[config.mk]
export PLATFORM = sky130hd
export DESIGN_NAME = rd_hazard_scoreboard
export DESIGN_NICKNAME = d
export VERILOG_FILES = /design/src/rtl/rv32_pkg.sv /design/src/rtl/rd_fifo.sv /design/src/rtl/rd_hazard_scoreboard.sv
export SDC_FILE = /design/constraint.sdc
export NUM_CORES = 1
export LEC_CHECK = 0
export CAP_MARGIN = 10
export CORE_ASPECT_RATIO = 0.6
export CORE_MARGIN = 10
export CORE_UTILIZATION = 46
export DETAILED_ROUTE_END_ITERATION = 16
export PLACE_DENSITY = 0.7
export SETUP_SLACK_MARGIN = 0.2
export SLEW_MARGIN = 20
export SYNTH_ARGS = -nofsm -noshare
export SYNTH_HDL_FRONTEND = slang
export SYNTH_SLANG_ARGS = --single-unit
[constraint.sdc]
create_clock -name clk -period 3.6 [get_ports clk]
set_clock_uncertainty 0.2 [all_clocks]
set_input_delay 0.72 -clock clk [delete_from_list [all_inputs] [get_ports clk]]
set_output_delay 0.72 -clock clk [all_outputs]
set_load 0.005 [all_outputs]
[src/rtl/rv32_pkg.sv]
// RV32I opcode map, instruction field positions and
// the register-usage decoder shared by the read stage.
package rv32_pkg;

  localparam logic [6:0] OPC_LUI    = 7'b0110111;
  localparam logic [6:0] OPC_AUIPC  = 7'b0010111;
  localparam logic [6:0] OPC_JAL    = 7'b1101111;
  localparam logic [6:0] OPC_JALR   = 7'b1100111;
  localparam logic [6:0] OPC_BRANCH = 7'b1100011;
  localparam logic [6:0] OPC_LOAD   = 7'b0000011;
  localparam logic [6:0] OPC_STORE  = 7'b0100011;
  localparam logic [6:0] OPC_OPIMM  = 7'b0010011;
  localparam logic [6:0] OPC_OP     = 7'b0110011;

  localparam int RS1_MSB = 19;
  localparam int RS1_LSB = 15;
  localparam int RS2_MSB = 24;
  localparam int RS2_LSB = 20;
  localparam int RD_MSB  = 11;
  localparam int RD_LSB  = 7;

  typedef struct packed {
    logic uses_rs1;
    logic uses_rs2;
    logic writes_rd;
  } dec_t;

  function automatic dec_t decode(
    input logic [6:0] opc,
    input logic [4:0] rd
  );
    dec_t d;
    d = '0;
    unique case (opc)
      OPC_LUI, OPC_AUIPC, OPC_JAL: begin
        d.writes_rd = 1'b1;
      end
      OPC_JALR, OPC_LOAD, OPC_OPIMM: begin
        d.uses_rs1  = 1'b1;
        d.writes_rd = 1'b1;
      end
      OPC_BRANCH, OPC_STORE: begin
        d.uses_rs1 = 1'b1;
        d.uses_rs2 = 1'b1;
      end
      OPC_OP: begin
        d.uses_rs1  = 1'b1;
        d.uses_rs2  = 1'b1;
        d.writes_rd = 1'b1;
      end
      default: d = '0;
    endcase
    // x0 is hardwired, so it never becomes a pending write
    d.writes_rd = d.writes_rd & (rd != 5'd0);
    return d;
  endfunction

endpackage

[src/rtl/rd_fifo.sv]
// In-order FIFO of pending destination registers.
// Every entry is exposed for parallel hazard compare.
module rd_fifo
  import rv32_pkg::*;
#(
  parameter int DEPTH = 4,
  parameter int CW    = $clog2(DEPTH + 1),
  parameter int PW    = (DEPTH > 1) ? $clog2(DEPTH) : 1
) (
  input  logic                  clk,
  input  logic                  rst,
  input  logic                  flush,
  input  logic                  push,
  input  logic [4:0]            push_rd,
  input  logic                  pop,
  output logic [DEPTH-1:0][4:0] ent_rd,
  output logic [DEPTH-1:0]      ent_vld,
  output logic [PW-1:0]         head_ptr,
  output logic [CW-1:0]         occupancy,
  output logic                  full
);

  logic [DEPTH-1:0][4:0] rd_q;
  logic [DEPTH-1:0]      vld_q;
  logic [PW-1:0]         head_q;
  logic [PW-1:0]         tail_q;
  logic [CW-1:0]         occ_q;

  // Pointers, valid bits and occupancy; flush empties the queue
  always_ff @(posedge clk) begin
    if (rst || flush) begin
      head_q <= '0;
      tail_q <= '0;
      occ_q  <= '0;
      vld_q  <= '0;
    end else begin
      if (pop) begin
        vld_q[head_q] <= 1'b0;
        head_q        <= head_q + PW'(1);
      end
      if (push) begin
        vld_q[tail_q] <= 1'b1;
        tail_q        <= tail_q + PW'(1);
      end
      unique case ({push, pop})
        2'b10:   occ_q <= occ_q + CW'(1);
        2'b01:   occ_q <= occ_q - CW'(1);
        default: occ_q <= occ_q;
      endcase
    end
  end

  // Register numbers need no reset; the valid bits qualify them
  always_ff @(posedge clk) begin
    if (push && !rst && !flush) begin
      rd_q[tail_q] <= push_rd;
    end
  end

  assign ent_rd    = rd_q;
  assign ent_vld   = vld_q;
  assign head_ptr  = head_q;
  assign occupancy = occ_q;
  assign full      = (occ_q == CW'(DEPTH));

endmodule

[src/rtl/rd_hazard_scoreboard.sv]
// Read-stage issue control: RAW hazard detection against
// in-flight writers, with same-cycle writeback bypass.
module rd_hazard_scoreboard
  import rv32_pkg::*;
#(
  parameter int DEPTH = 4,
  parameter int CW    = $clog2(DEPTH + 1)
) (
  input  logic          clk,
  input  logic          rst,
  input  logic [31:0]   IR,
  input  logic          v_in,
  input  logic          r_in,
  input  logic          v_wb,
  input  logic [4:0]    WB_address,
  input  logic          flush,
  output logic          stall,
  output logic          issue,
  output logic          hazard_rs1,
  output logic          hazard_rs2,
  output logic [CW-1:0] occupancy,
  output logic          full,
  output logic          wb_err
);

  localparam int PW = (DEPTH > 1) ? $clog2(DEPTH) : 1;

  logic [DEPTH-1:0][4:0] ent_rd;
  logic [DEPTH-1:0]      ent_vld;
  logic [PW-1:0]         head_ptr;
  logic [4:0]            head_rd;
  logic                  head_vld;
  logic [4:0]            rs1;
  logic [4:0]            rs2;
  logic [4:0]            rd;
  dec_t                  dec;
  logic                  bypass;
  logic                  hit1;
  logic                  hit2;
  logic                  empty;
  logic                  push;
  logic                  pop;
  logic                  err_set;
  logic                  wb_err_q;
  logic [9:0]            unused_ir;

  assign rs1 = IR[RS1_MSB:RS1_LSB];
  assign rs2 = IR[RS2_MSB:RS2_LSB];
  assign rd  = IR[RD_MSB:RD_LSB];
  assign dec = decode(IR[6:0], rd);
  assign unused_ir = {IR[31:25], IR[14:12]};

  assign head_rd  = ent_rd[head_ptr];
  assign head_vld = ent_vld[head_ptr];
  assign empty    = (occupancy == '0);

  // Writeback data is forwarded, so the retiring head stops blocking
  assign bypass = v_wb & head_vld & (head_rd == WB_address);

  // Parallel compare of both sources against every live entry
  always_comb begin
    hit1 = 1'b0;
    hit2 = 1'b0;
    for (int i = 0; i < DEPTH; i++) begin
      if (ent_vld[i] && !(bypass && head_ptr == PW'(i))) begin
        if (ent_rd[i] == rs1) hit1 = 1'b1;
        if (ent_rd[i] == rs2) hit2 = 1'b1;
      end
    end
  end

  assign hazard_rs1 = v_in & dec.uses_rs1 & (rs1 != 5'd0) & hit1;
  assign hazard_rs2 = v_in & dec.uses_rs2 & (rs2 != 5'd0) & hit2;
  assign stall = v_in & (hazard_rs1 | hazard_rs2 | full);
  assign issue = v_in & r_in & ~stall & ~flush;

  assign push    = issue & dec.writes_rd;
  assign pop     = v_wb & ~empty;
  assign err_set = v_wb & (empty | (head_rd != WB_address));

  rd_fifo #(
    .DEPTH (DEPTH),
    .CW    (CW),
    .PW    (PW)
  ) u_fifo (
    .clk       (clk),
    .rst       (rst),
    .flush     (flush),
    .push      (push),
    .push_rd   (rd),
    .pop       (pop),
    .ent_rd    (ent_rd),
    .ent_vld   (ent_vld),
    .head_ptr  (head_ptr),
    .occupancy (occupancy),
    .full      (full)
  );

  // Sticky writeback-ordering error; only reset clears it
  always_ff @(posedge clk) begin
    if (rst) begin
      wb_err_q <= 1'b0;
    end else if (err_set) begin
      wb_err_q <= 1'b1;
    end
  end

  assign wb_err = wb_err_q;

endmodule

Word-level counts from Yosys, hierarchy flattened:

Index checks and enable logic that the tools add are counted.

* equal/unequal tests: 25
* magnitude comparators: 4
* mux-type cells: 34
* reduce and logical (&&, ||, !) cells: 28
* bitwise logic cells: 25
* add/sub/neg operators: 4

Operators with widths (count)
* == test 5 bit: 9
* 2-to-1 mux 1 bit: 22
* == test 7 x 6 -> 1 bit (second input constant): 3
* == test 7 bit (second input constant): 3
* bitwise mux 20 bit: 1
* AND 1 bit: 16
* nonzero test 5 bit: 3
* == test 7 x 5 -> 1 bit (second input constant): 2
* logical AND 1 bit: 12
* 2-to-1 mux 4 bit: 3
* binary-select mux 5 bit (select 2 bit): 1
* demux 5 bit (select 2 bit): 1
* 2-to-1 mux 5 bit: 2
* == test 7 x 2 -> 1 bit (second input constant): 1
* OR reduction 7 bit: 1
* == test 2 bit (second input constant): 3
* zero test 1 bit: 6
* < comparator 2 x 3 -> 1 bit (second input constant): 2
* one-hot mux 3 bit (2 select lines): 1
* OR reduction 6 bit: 1
* != test 5 bit: 1
* adder 2 x 1 -> 2 bit (second input constant): 2
* AND 4 bit: 1
* demux 1 bit (select 2 bit): 2
* 15 further kinds: 21

* flip-flop bits (word level): 32
* logic and storage cells: 129
* input port bits: 43

Logic depth before layout (Yosys ltp):

* depth in word-level cells: 24
* gate-level depth with buffers: 16

Modules after synthesis:

Synthesis repeated with hierarchy kept, for this count alone.

* cells, all modules: 237
* area total of the unflattened synthesis: 2313.5 sq um

Modules (own cells, without submodules)
* rd_fifo: instances 1, area an instance 1193.6 sq um, cells an instance 88, seq. area each 820.8 sq um
* rd_hazard_scoreboard: instances 1, area an instance 1119.8 sq um, cells an instance 149, seq. area each 20.0 sq um

Worst setup path before layout:

No wires, ideal clock.

* path type: input port to flip-flop
* start: input port IR[21]
* end: register u_fifo.occ_q[2] (netlist: u_fifo.occupancy[2])
* data arrival time: 3.036 ns
* required time: 3.328 ns
* stages on the path: 13
* buffers on the path: 1
* slack: 0.293 ns
* cell sequence: clkbuf_1 xnor2_1 nand3_1 nor3_1 nand3_1 a41o_2 nand3_4 ha_1 inv_1 fa_1 xor2_1 or3_1 a21oi_1

* longest elaborated chain between the ends: 19

Ends and longest elaborated chain
* start: declaration: RTL line rd_hazard_scoreboard.sv:11 `input logic [31:0] IR,`
* == test 5 bit: RTL line rd_hazard_scoreboard.sv:67 `if (ent_rd[i] == rs2) hit2 = 1'b1;`
* 2-to-1 mux 1 bit: RTL line rd_hazard_scoreboard.sv:67
* 2-to-1 mux 1 bit: RTL line rd_hazard_scoreboard.sv:65 `if (ent_vld[i] && !(bypass && head_ptr == PW'(i))) begin`
* 2-to-1 mux 1 bit: RTL line rd_hazard_scoreboard.sv:67
* 2-to-1 mux 1 bit: RTL line rd_hazard_scoreboard.sv:65
* 2-to-1 mux 1 bit: RTL line rd_hazard_scoreboard.sv:67
* 2-to-1 mux 1 bit: RTL line rd_hazard_scoreboard.sv:65
* 2-to-1 mux 1 bit: RTL line rd_hazard_scoreboard.sv:67
* 2-to-1 mux 1 bit: RTL line rd_hazard_scoreboard.sv:65
* AND 1 bit *: RTL line rd_hazard_scoreboard.sv:73 `assign hazard_rs2 = v_in & dec.uses_rs2 & (rs2 != 5'd0) & hit2;`
* OR 1 bit * (2 in series): RTL line rd_hazard_scoreboard.sv:74 `assign stall = v_in & (hazard_rs1 | hazard_rs2 | full);`
* AND 1 bit *: RTL line rd_hazard_scoreboard.sv:74
* NOT 1 bit *: RTL line rd_hazard_scoreboard.sv:75 `assign issue = v_in & r_in & ~stall & ~flush;`
* AND 1 bit * (2 in series): RTL line rd_hazard_scoreboard.sv:75
* AND 1 bit *: RTL line rd_hazard_scoreboard.sv:77 `assign push = issue & dec.writes_rd;`
* == test 2 x 1 -> 1 bit / == test 2 bit (equally long branches): RTL line rd_fifo.sv:45 `unique case ({push, pop})`
* one-hot mux 3 bit (2 select lines) / nonzero test 2 bit (equally long branches)
* end signal: assignment: RTL line rd_fifo.sv:46 `2'b10: occ_q <= occ_q + CW'(1);`
* end signal: assignment: RTL line rd_fifo.sv:47 `2'b01: occ_q <= occ_q - CW'(1);`
* end signal: assignment: RTL line rd_fifo.sv:48 `default: occ_q <= occ_q;`
* end: declaration: RTL line rd_fifo.sv:27 `logic [CW-1:0] occ_q;`

Every way passes the cells marked *; elsewhere a longest branch is shown, timed or not.
A chain may end at the register's enable or synchronous reset.

Worst setup path after layout:

* start: register u_fifo.head_q[0] (netlist: u_fifo.head_ptr[0])
* end: register u_fifo.occ_q[2] (netlist: u_fifo.occupancy[2])

* longest elaborated chain between the ends: 24

Ends and longest elaborated chain
* start: declaration: RTL line rd_fifo.sv:25 `logic [PW-1:0] head_q;`
* start signal: assignment: RTL line rd_fifo.sv:39 `head_q <= head_q + PW'(1);`
* binary-select mux 5 bit (select 2 bit) / binary-select mux 1 bit (select 2 bit) (equally long branches): RTL line rd_hazard_scoreboard.sv:53, rd_hazard_scoreboard.sv:54
* 2-to-1 mux 5 bit (implied by the code) / 2-to-1 mux 1 bit (equally long branches): RTL line rd_hazard_scoreboard.sv:53, rd_hazard_scoreboard.sv:54
* == test 5 bit / AND 1 bit (equally long branches): RTL line rd_hazard_scoreboard.sv:58 `assign bypass = v_wb & head_vld & (head_rd == WB_address);`
* AND 1 bit: RTL line rd_hazard_scoreboard.sv:58
* logical AND 1 bit: RTL line rd_hazard_scoreboard.sv:65
* zero test 1 bit: RTL line rd_hazard_scoreboard.sv:65
* logical AND 1 bit: RTL line rd_hazard_scoreboard.sv:65
* 2-to-1 mux 1 bit: RTL line rd_hazard_scoreboard.sv:65
* [6 not listed]
* AND 1 bit, on equally long branches: RTL line rd_hazard_scoreboard.sv:72, rd_hazard_scoreboard.sv:73
* OR 1 bit * (2 in series): RTL line rd_hazard_scoreboard.sv:74
* AND 1 bit *: RTL line rd_hazard_scoreboard.sv:74
* NOT 1 bit *: RTL line rd_hazard_scoreboard.sv:75
* AND 1 bit * (2 in series): RTL line rd_hazard_scoreboard.sv:75
* AND 1 bit *: RTL line rd_hazard_scoreboard.sv:77
* == test 2 x 1 -> 1 bit / == test 2 bit (equally long branches): RTL line rd_fifo.sv:45
* one-hot mux 3 bit (2 select lines) / nonzero test 2 bit (equally long branches)

Every way passes the cells marked *; elsewhere a longest branch is shown, timed or not. The select of a mux whose other input is x is not followed.

==> impl_metrics.py <==
metrics = {
    "sta": {
        "layout_setup_ws_ns": -0.06347,
        "worst_pin_slew_ns": 0.5407,
        "setup_repair_after_global_routing_missed_its_margin": "yes",
        "final_period_minus_worst_setup_slack_ns": 3.663,
        "clock.fmax_mhz": 273.0,
        "timing.slew.headroom_pct": 63.82,
        "final_max_slew_viol_count": 0,
        "layout_worst_path_cycle_share_pct": 101.8,
        "timing_hold_violations_final": 0,
        "finalSetupViolCount": 2,
    },
    "clock_network": {
        "clkLatencyLatePin_ns": 0.29,
        "cts_buffers": 5,
        "clock_sinks": 32,
        "cts_tree": "done",
        "htree_levels": 2,
        "cts.hold.buffers_added": 0,
        "clkSlewWorstSetupHoldPaths_ns": 0.07,
        "ctsLongestPathBuffers": 2,
        "clk_root_buffer_cell": "clkbuf_8",
    },
    "floorplan": {
        "fp.coreArea_um2": 4659,
        "fp.dieArea_um2": 8236,
        "initial_cell_density_of_the_core_pct": 48.71,
        "num_io_pins": 52,
        "chipWidth_um": 110.7,
        "floorplan.rows": 19,
        "dieHeight_um": 74.41,
    },
    "finish": {
        "finish.net_count": 390,
        "area_growth_pct": 52.70,
        "num_antenna_cells": 0,
        "final_cell_count_without_fillers": 401,
        "share_of_post_route_cells_with_drive_strength_above_1_pct": 32.84,
    },
    "synthesis": {
        "synth_warnings": 0,
        "synth_mux_area_share_pct": 5.843,
        "synth_sequential_area_ratio_pct": 37.05,
        "synth-xor-area-share_pct": 20.45,
        "mappedNetlistNets": 289,
        "synth_area_per_cell_um2": 9.617,
        "synth_area_leaders": "edfxtp_1, dfxtp_1, xnor2_1, xor2_1, ha_1",
        "yosys_register_bits": 32,
        "ys.flop_type": "edfxtp_1",
        "postSynth.asyncResetShare_pct": 0,
        "mappedNetlistArea_um2": 2270,
        "number_of_enable_flip_flop_cells_after_synthesis": 20,
        "post_synth_fa_ha_maj_area_fraction_pct": 5.843,
        "synth_compound_gate_area_share_pct": 7.607,
        "synthesis.instances": 236,
        "synth_simple_gate_area_share_pct": 17.70,
        "largest_family_of_logic_cells_by_synthesized_area": "XOR/XNOR gates",
        "synth_top_cell_area_share_pct": 26.46,
        "synthDominantAreaCellType": "edfxtp_1",
        "number_of_distinct_library_cell_variants_in_the_gate_level_netlist_after_synthesis": 41,
    },
    "placed_design": {
        "portbufs": 41,
        "dpl_worst_slack_ns": -0.5735,
        "numPlacedInstances": 386,
        "dp.final_hpwl_mm": 5.564,
        "place.gp.congestion": 0.9297,
    },
    "routing": {
        "drtIter0Drc": 140,
        "routed_wire_length_mm": 7.527,
        "routed_vias": 2154,
        "wire_per_inst_um": 18.77,
        "first_pass_iters": 5,
        "postRouteAntennaNets": 0,
        "vias_per_cell": 5.372,
        "drc": 0,
    },
    "critical_path": {
        "crit_path_max_incr_delay_ns": 0.35,
        "worstPathArrival_ns": 3.68,
        "setup.worst_path.end": "u_fifo.occupancy[2]",
        "worst-r2r-setup-slack_ns": -0.06,
        "timing.rr.start": "u_fifo.head_ptr[0]",
        "critical_path_class": "register to register",
        "timing.critical_path.required_ns": 3.62,
        "timing.critical_path.from": "u_fifo.head_ptr[0]",
        "crit_path_cell_trace": "buf_12 -> mux2i_2 -> xor2_1 -> nand4_1 -> nor4_2 -> buf_4 -> o21ai_4 -> a32oi_1 -> a31o_2 -> buf_6 -> buf_6 -> nand3_4 -> ha_4 -> inv_2 -> fa_2 -> xor2_1 -> or3_1 -> a21oi_1",
        "startpoint_type": "register",
        "critical_path_cell_with_the_highest_stage_delay": "dfxtp_2",
        "critPathMaxFanout": 7,
        "endpoint_kind": "register",
        "r2r-end": "u_fifo.occupancy[2]",
        "ff2ff_path_depth": 18,
    },
    "power": {
        "power.density_cell_area_nw_per_um2": 244.5,
        "power.combinational.fraction_pct": 13.6,
        "leakage_power_figure_nw": 1.318,
        "intPower_w": 0.0006604,
        "power_w": 0.0008475,
        "power_switching_w": 0.0001871,
        "power.ir.vdd_worst_v": 0.0001966,
        "clock_power_share_pct": 40.4,
        "switching_share_pct": 22.08,
        "p_seq_share_pct": 46.0,
    },
    "global_routing": {
        "grt_util_all_layers_pct": 17.37,
        "grt-ovfl-total": 0,
        "vias_in_the_first_global_route": 2138,
        "number_of_antenna_violations_at_the_first_check_in_global_routing": 0,
        "global_route_wire_length_before_repair_mm": 11.15,
        "grt_max_degree": 11,
    },
    "run": {
        "drv_cap": 0,
    },
    "outcome": {
        "status": "complete, but fails checks",
        "failed_checks": "negative setup slack",
    },
    "worst_hold_path": {
        "worstHoldPathType": "register to register",
        "worstHoldStart": "wb_err",
    },
}
worst max-delay path: cells and delay by family, from the launching register on:
family                     cells  cell delay [ns]
and+or+nand+nor                4             0.84
buffers and inverters          5             0.63
AOI/OAI and AO/OA              4             0.63
adders and majority gates      2             0.38
DFF                            1             0.35
muxes                          1             0.30
xor gates and xnor gates       2             0.26
final cells by class:
cell class	instances	area (µm²)
clock buffers	6	72.57
clock inverters	2	35.03
repair buffers	108	945.9
well taps	63	78.83
multi-input cells	177	1440
inverters	13	51.30
fillers	332	1194
flip-flops and latches	32	842.1
Yosys cell counts (2+ instances only):
| library cell | count |
|---|---|
| a21oi_1 | 5 |
| clkbuf_1 | 12 |
| dfxtp_1 | 12 |
| edfxtp_1 | 20 |
| ha_1 | 9 |
| inv_1 | 12 |
| mux2_2 | 2 |
| mux2i_1 | 11 |
| nand2_1 | 13 |
| nand3_1 | 19 |
| nand3b_1 | 2 |
| nand4_1 | 3 |
| nor2_1 | 15 |
| nor3_1 | 12 |
| nor4_2 | 2 |
| o211ai_1 | 2 |
| o21ai_0 | 7 |
| o31ai_2 | 2 |
| or4_1 | 3 |
| xnor2_1 | 27 |
| xor2_1 | 26 |
per-layer routing:
| layer | global-route usage, % | vias to the layer above | wire length (µm) |
|---|---|---|---|
| met1 | 23.37 | 990 | 3501 |
| met3 | 7.470 | 10 | 910 |
| met5 | 0 | - | 0 |
| met2 | 24.80 | 130 | 3068 |
| li1 | - | 1024 | - |
| met4 | 4.598 | 0 | 46 |
sequential cells by signal, summed over array words and instances (netlist names):
register / cells
u_fifo.ent_rd: 20
u_fifo.ent_vld: 4
u_fifo.head_ptr: 2
u_fifo.occupancy: 3
u_fifo.tail_q: 2
wb_err: 1
power by group through the flow:
stage	Sequential, W	Combinational (W)	Clock, W
final	0.000390	0.000115	0.000342
after global routing	0.000390	0.000124	0.000365
after detailed placement	0.000398	0.000114	0
after global placement	0.000398	0.000112	0
after floorplan	0.000399	0.0000457	0
after CTS	0.000390	0.000114	0.000342
how the worst min path moves through the flow:
stage | endpoint | slack [ns] | cells after the start
2_1_floorplan | wb_err | 0.26 | 2
3_3_place_gp | wb_err | 0.26 | 2
3_5_place_dp | wb_err | 0.28 | 2
4_1_cts | wb_err | 0.30 | 2
5_1_grt | wb_err | 0.31 | 2
6_report | wb_err | 0.31 | 2
metrics by stage:
| step | hold WS [ns] | area (µm²) | TNS [ns] | utilization (%) |
|---|---|---|---|---|
| after floorplan | 0.2604 | 2270 | 0 | - |
| after global placement | 0.2570 | 3146 | -5.327 | 67.51 |
| after detailed placement | 0.2818 | 3146 | -5.679 | 67.51 |
| after CTS | 0.2993 | 3392 | 0 | 72.80 |
| after global routing | 0.3140 | 3466 | -2.403 | 74.38 |
| final | 0.3053 | 3466 | -0.1060 | 74.38 |
cell usage in the layout (no fill, tap or decap), types with 8 or more instances in the layout:
cell type and instances:
mux2i_1 9, nand2_1 13, edfxtp_1 20, nor3_1 9
clkdlybuf4s50_1 25, nand3_1 18, nor2_1 12, xnor2_1 24
ha_1 8, buf_6 12, buf_4 54, inv_1 11
dlygate4sd2_1 12, xor2_1 26, dfxtp_1 11
cells by family after synthesis:
kind of cell | after synthesis
compound gates | 25
fa+ha+maj | 10
xor+xnor | 53
simple gates | 76
buf+inv | 27
flops | 32
mux | 13
timing repair:
action | CTS | global route
setup buffers | 6 | 1
gates resized for setup | 58 | 17
cloned | 0 | 0
setup endpoints to repair | 27 | 28
hold endpoints to repair | 0 | 0
pin swaps | 17 | 5
Power figures use the tool's default switching activity.
==> edit 1: new RTL, same flow settings <==
`DEPTH` is set to 4 in 2 places; all go to 2.
--- a/src/rtl/rd_fifo.sv
+++ b/src/rtl/rd_fifo.sv
@@ -3,7 +3,7 @@
 module rd_fifo
   import rv32_pkg::*;
 #(
-  parameter int DEPTH = 4,
+  parameter int DEPTH = 2,
   parameter int CW    = $clog2(DEPTH + 1),
   parameter int PW    = (DEPTH > 1) ? $clog2(DEPTH) : 1
 ) (
--- a/src/rtl/rd_hazard_scoreboard.sv
+++ b/src/rtl/rd_hazard_scoreboard.sv
@@ -3,7 +3,7 @@
 module rd_hazard_scoreboard
   import rv32_pkg::*;
 #(
-  parameter int DEPTH = 4,
+  parameter int DEPTH = 2,
   parameter int CW    = $clog2(DEPTH + 1)
 ) (
   input  logic          clk,
Ports: changed (resized occupancy); port bits go from 52 to 51. The function was not compared with the original's and may differ.
==> edit 1 against the unedited design <==
- design area decreased by 42%
- power shrank 49%
- count of clock-buffer cells in the layout fell by 2
- via count shrank 45%
- sequential share of layout area is 2.2 points lower
- wire length is 49% lower
- utilization increased by 5.9 points
- synthesized area is 47% lower
- clock power decreased by 60%
- sequential cell count is 15 lower
- worst setup slack gained 350 ps
- global-route usage down 3.0 points
- critical path depth fell by 8
- critical path type is now in2out
- largest cell class unchanged
==> edit 1: results (changes against the unedited design) <==
| Item | Value | Change |
|:---|:---|:---|
| Flop-to-flop setup slack | 460 ps | +520 ps |
| Post-Place Worst Slack | -354 ps | +219 ps |
| Biggest fanout along the worst timing path | 3 | -4 |
| Total inserted antenna cells | 0 | unchanged |
| Slew at the pin with the worst max-slew slack | 315 ps | -226 ps |
| Arrival time of data at the critical path endpoint | 2400 ps | -1280 ps |
| Area share of fa/ha/maj cells after synthesis | 0.0103 | -0.0481 |
| Compound-Gate Fraction of Synth Area | 0.113 | +0.0373 |
| Post-detail-place hpwl | 3040 µm | -45% |
| Wire length reported by the detailed router | 3820 µm | -49% |
| Syn nets | 164 | -43% |
| Worst IR drop on VDD | 341 µV | +73% |
| Global-route wire length before repair | 5850 µm | -48% |
| Post-synthesis share of cell area spent on xor and xnor gates | 0.209 | +0.00476 |
| Routability-driven placement congestion ratio | 0.849 | -8.7% |
| Number of failing setup endpoints in the final timing report | 0 | -2 |
| Layout cells sized above 1 | 0.286 | -0.0419 |
| Critical register-to-register path endpoint | u_fifo.occupancy[1] |  |
| Total global routing track utilization | 0.143 | -0.0303 |
| Final layout net count | 230 | -41% |
| Number of distinct library cell variants in the gate-level netlist after synthesis | 38 | -7.3% |
| Port-buffer cells | 40 | -2.4% |
| Largest net degree at the start of global routing | 10 | -1 |
| Synth top area cells | edfxtp_1 (25%), xnor2_1 (13%), dfxtp_1 (12%), xor2_1 (7.9%), mux2i_1 (4.1%) |  |
| Result of the run | complete, no violations |  |
| Via count of the routed design | 1192 | -45% |
| Worst skew pair latency | 250 ps | -40 ps |
| Leakage | 0.807 nW | -39% |
| Reg-to-reg startpoint | u_fifo.ent_rd[8] |  |
| Number of flip-flops under the largest register name | 10 | -50% |
| Detailed-router iteration count before antenna repair | 4 | -1 |
| Mux contribution to synthesized area | 0.0536 | -0.00483 |
==> edit 1: changes by cell type after synthesis, sizes merged, moves of 4 or more <==
cell,change
inv,-12
ha,-8
dfxtp,-5
xnor2,-9
nand3,-18
xor2,-15
nor3,-11
and2,+4
nand2,-8
mux2i,-6
edfxtp,-10
nor2,-5
clkbuf,-12
==> edit 1: cells by family after synthesis <==
| group | after synthesis |
|---|---|
| AOI/OAI and AO/OA | 19 |
| DFF | 17 |
| muxes | 6 |
| adders and majority gates | 1 |
| buffers and inverters | 2 |
| and+or+nand+nor | 46 |
| xor gates and xnor gates | 29 |
==> edit 1: worst max path at each step <==
| stage | end | slack [ps] | depth (start not counted) | startpoint |
|---|---|---|---|---|
| detailed placement | issue | -350 | 8 | WB_address[0] |
| global route | issue | 200 | 10 | IR[16] |
| finish | issue | 280 | 10 | IR[16] |
| global placement | issue | -310 | 8 | IR[15] |
| floorplan | u_fifo.occupancy[1] | 650 | 9 | WB_address[0] |
| CTS | issue | 170 | 9 | WB_address[2] |
==> edit 1: power by group <==
| group | switching (mW) | internal [mW] |
|---|---|---|
| clock network | 0.0597 | 0.0785 |
| registers | 0.000662 | 0.206 |
| logic | 0.0356 | 0.0537 |
==> edit 1: metal layers <==
layer,vias up,track usage,wire length [µm]
met3,13,0.0380,229
li1,575,-,-
met4,0,0.0713,109
met2,45,0.219,1680
met1,559,0.184,1800
met5,-,0,0
==> edit 1: cell type report <==
| class | instances | area share |
|---|---|---|
| multi-input combinational | 101 | 0.439 |
| timing repair buffer | 62 | 0.296 |
| inverter | 1 | 0.00187 |
| clock buffer | 4 | 0.0224 |
| sequential | 17 | 0.221 |
| tap | 32 | 0.0199 |
==> edit 1: timing repair <==
| action | CTS | global route |
|---|---|---|
| pin swaps | 18 | 22 |
| setup endpoints to repair | 4 | 3 |
| endpoints found under the hold margin | 0 | 0 |
| hold buffers | 0 | 0 |
| gates resized for setup | 48 | 24 |
| buffers inserted | 4 | 2 |
==> edit 1: worst max-delay path: stages <==
cell and delay, ps:
dlygate4sd2_1 280, xor2_1 180, nor4_1 270, nand3_1 130, a31oi_1 220, o211a_4 190
buf_6 90, nor3_4 30, and2_1 150, buf_2 120
==> edit 1: stage by stage <==
| stage | hold slack (ps) | instance area (µm²) | setup TNS, ps | instances | total power [mW] |
|---|---|---|---|---|---|
| final | 279 | 2010 | 0 | 217 | 0.434 |
| after global routing | 321 | 2010 | 0 | 217 | 0.451 |
| after CTS | 282 | 1920 | 0 | 215 | 0.436 |
| after detailed placement | 267 | 1760 | -724 | 207 | 0.297 |
| after global placement | 250 | 1760 | -588 | 207 | 0.294 |
| after floorplan | 260 | 1210 | 0 | 120 | 0.235 |
==> edit 2: new RTL, same settings <==
Made on the original files. Register the output `wb_err` once more, cleared by the reset; this adds one clock of latency there. The other outputs are not delayed to match.
--- a/src/rtl/rd_hazard_scoreboard.sv
+++ b/src/rtl/rd_hazard_scoreboard.sv
@@ -105,7 +105,13 @@
     end
   end
 
-  assign wb_err = wb_err_q;
+  always_ff @(posedge clk) begin
+    if (rst) begin
+      wb_err <= '0;
+    end else begin
+      wb_err <= wb_err_q;
+    end
+  end
 
 endmodule
 
Check against the original RTL: not equivalent (Yosys sat finds a counterexample within 4 cycles, from zero or initial values and one cycle with rst high).
==> edit 2 against the unedited design <==
- worst setup slack better by 69 ps
- sequential power up 3%
- critical path depth down 5
- register-to-register slack better by 170 ps
- sequential cell count up 1
- design area down 3.2%
- power up 0.92%
- wire length down 8.4%
- worst hold slack worse by 34 ps
- synthesized cell count up 1.3%
- die area up 0.64%
- synthesized area up 0.83%
- highest routed layer unchanged
==> edit 2: results (changes against the unedited design) <==
| Item | Value | Change |
|:---|:---|:---|
| Result of the run | complete, no violations |  |
| Met1 Resource Use GR | 0.219 | -0.0150 |
| Total of cells resized after clock tree synthesis | 57 | -1.7% |
| Slew at the pin with the worst max-slew slack | 555 ps | +13.9 ps |
| Post-Place Worst Slack | -483 ps | +90.6 ps |
| Worst IR drop on VDD | 220 µV | +12% |
| Syn nets | 292 | +1.0% |
| Total global routing track utilization | 0.159 | -0.0149 |
| Met2 demand-to-capacity share in global routing | 0.233 | -0.0150 |
| Share of power burned in registers | 0.470 | +0.010 |
| Total met3 wirelength after detailed routing | 702 µm | -23% |
| # fillers | 351 | +5.7% |
| Largest net degree at the start of global routing | 13 | +2 |
| Most common library cells after synthesis | xor2_1 (29), xnor2_1 (24), edfxtp_1 (20) |  |
| Vias per inst | 5.33 | -0.73% |
| Biggest fanout along the worst timing path | 3 | -4 |
| Internal power summed over all cells | 0.666 mW | +0.90% |
| Max Fclk | 0.278 GHz | +1.9% |
| Arrival time of data at the critical path endpoint | 2670 ps | -1010 ps |
| Area share of fa/ha/maj cells after synthesis | 0.0580 | -0.000479 |
| Synth top area cells | edfxtp_1 (26%), dfxtp_1 (11%), xor2_1 (11%), xnor2_1 (9.2%), ha_1 (4.9%) |  |
| Mux contribution to synthesized area | 0.0580 | -0.000479 |
| Routability-driven placement congestion ratio | 0.878 | -5.6% |
| Placement Cell Area | 3010 µm² | -4.2% |
| Final layout net count | 377 | -3.3% |
| Proportion of synthesized chip area in sequential cells | 0.376 | +0.00571 |
| Global-route wire length before repair | 10500 µm | -6.1% |
| Drt initial violations | 126 | -10% |
| Layout cells sized above 1 | 0.289 | -0.0392 |
| Family with the most delay on the worst path | buffers and inverters |  |
| Post-synthesis share of cell area spent on xor and xnor gates | 0.203 | -0.00168 |
edit 2: metrics by stage:
step           std cells  setup TNS (ps)   util
2_1_floorplan        239               0      -
3_3_place_gp         369           -2380  0.644
3_5_place_dp         369           -3250  0.644
4_1_cts              384               0  0.695
5_1_grt              388            -143  0.717
6_report             388               0  0.717
edit 2: worst min-delay path by stage:
stage / from / to / slack, ps / cells past startpoint
after floorplan: wb_err_q / wb_err_q / 230 / 2
after global placement: wb_err_q / wb_err_q / 240 / 2
after detailed placement: wb_err_q / wb_err_q / 250 / 2
after CTS: wb_err_q / wb_err / 270 / 1
after global routing: wb_err_q / wb_err / 290 / 1
final: wb_err_q / wb_err / 270 / 1
edit 2: cell type report:
type / instances / area [µm²] / area share
clock inverters: 3 / 46.3 / 0.0138
inverters: 13 / 51.3 / 0.0153
clock buffers: 5 / 68.8 / 0.0205
repair buffers: 92 / 833 / 0.248
flip-flops and latches: 33 / 862 / 0.257
multi-input cells: 179 / 1420 / 0.422
well taps: 63 / 78.8 / 0.0235
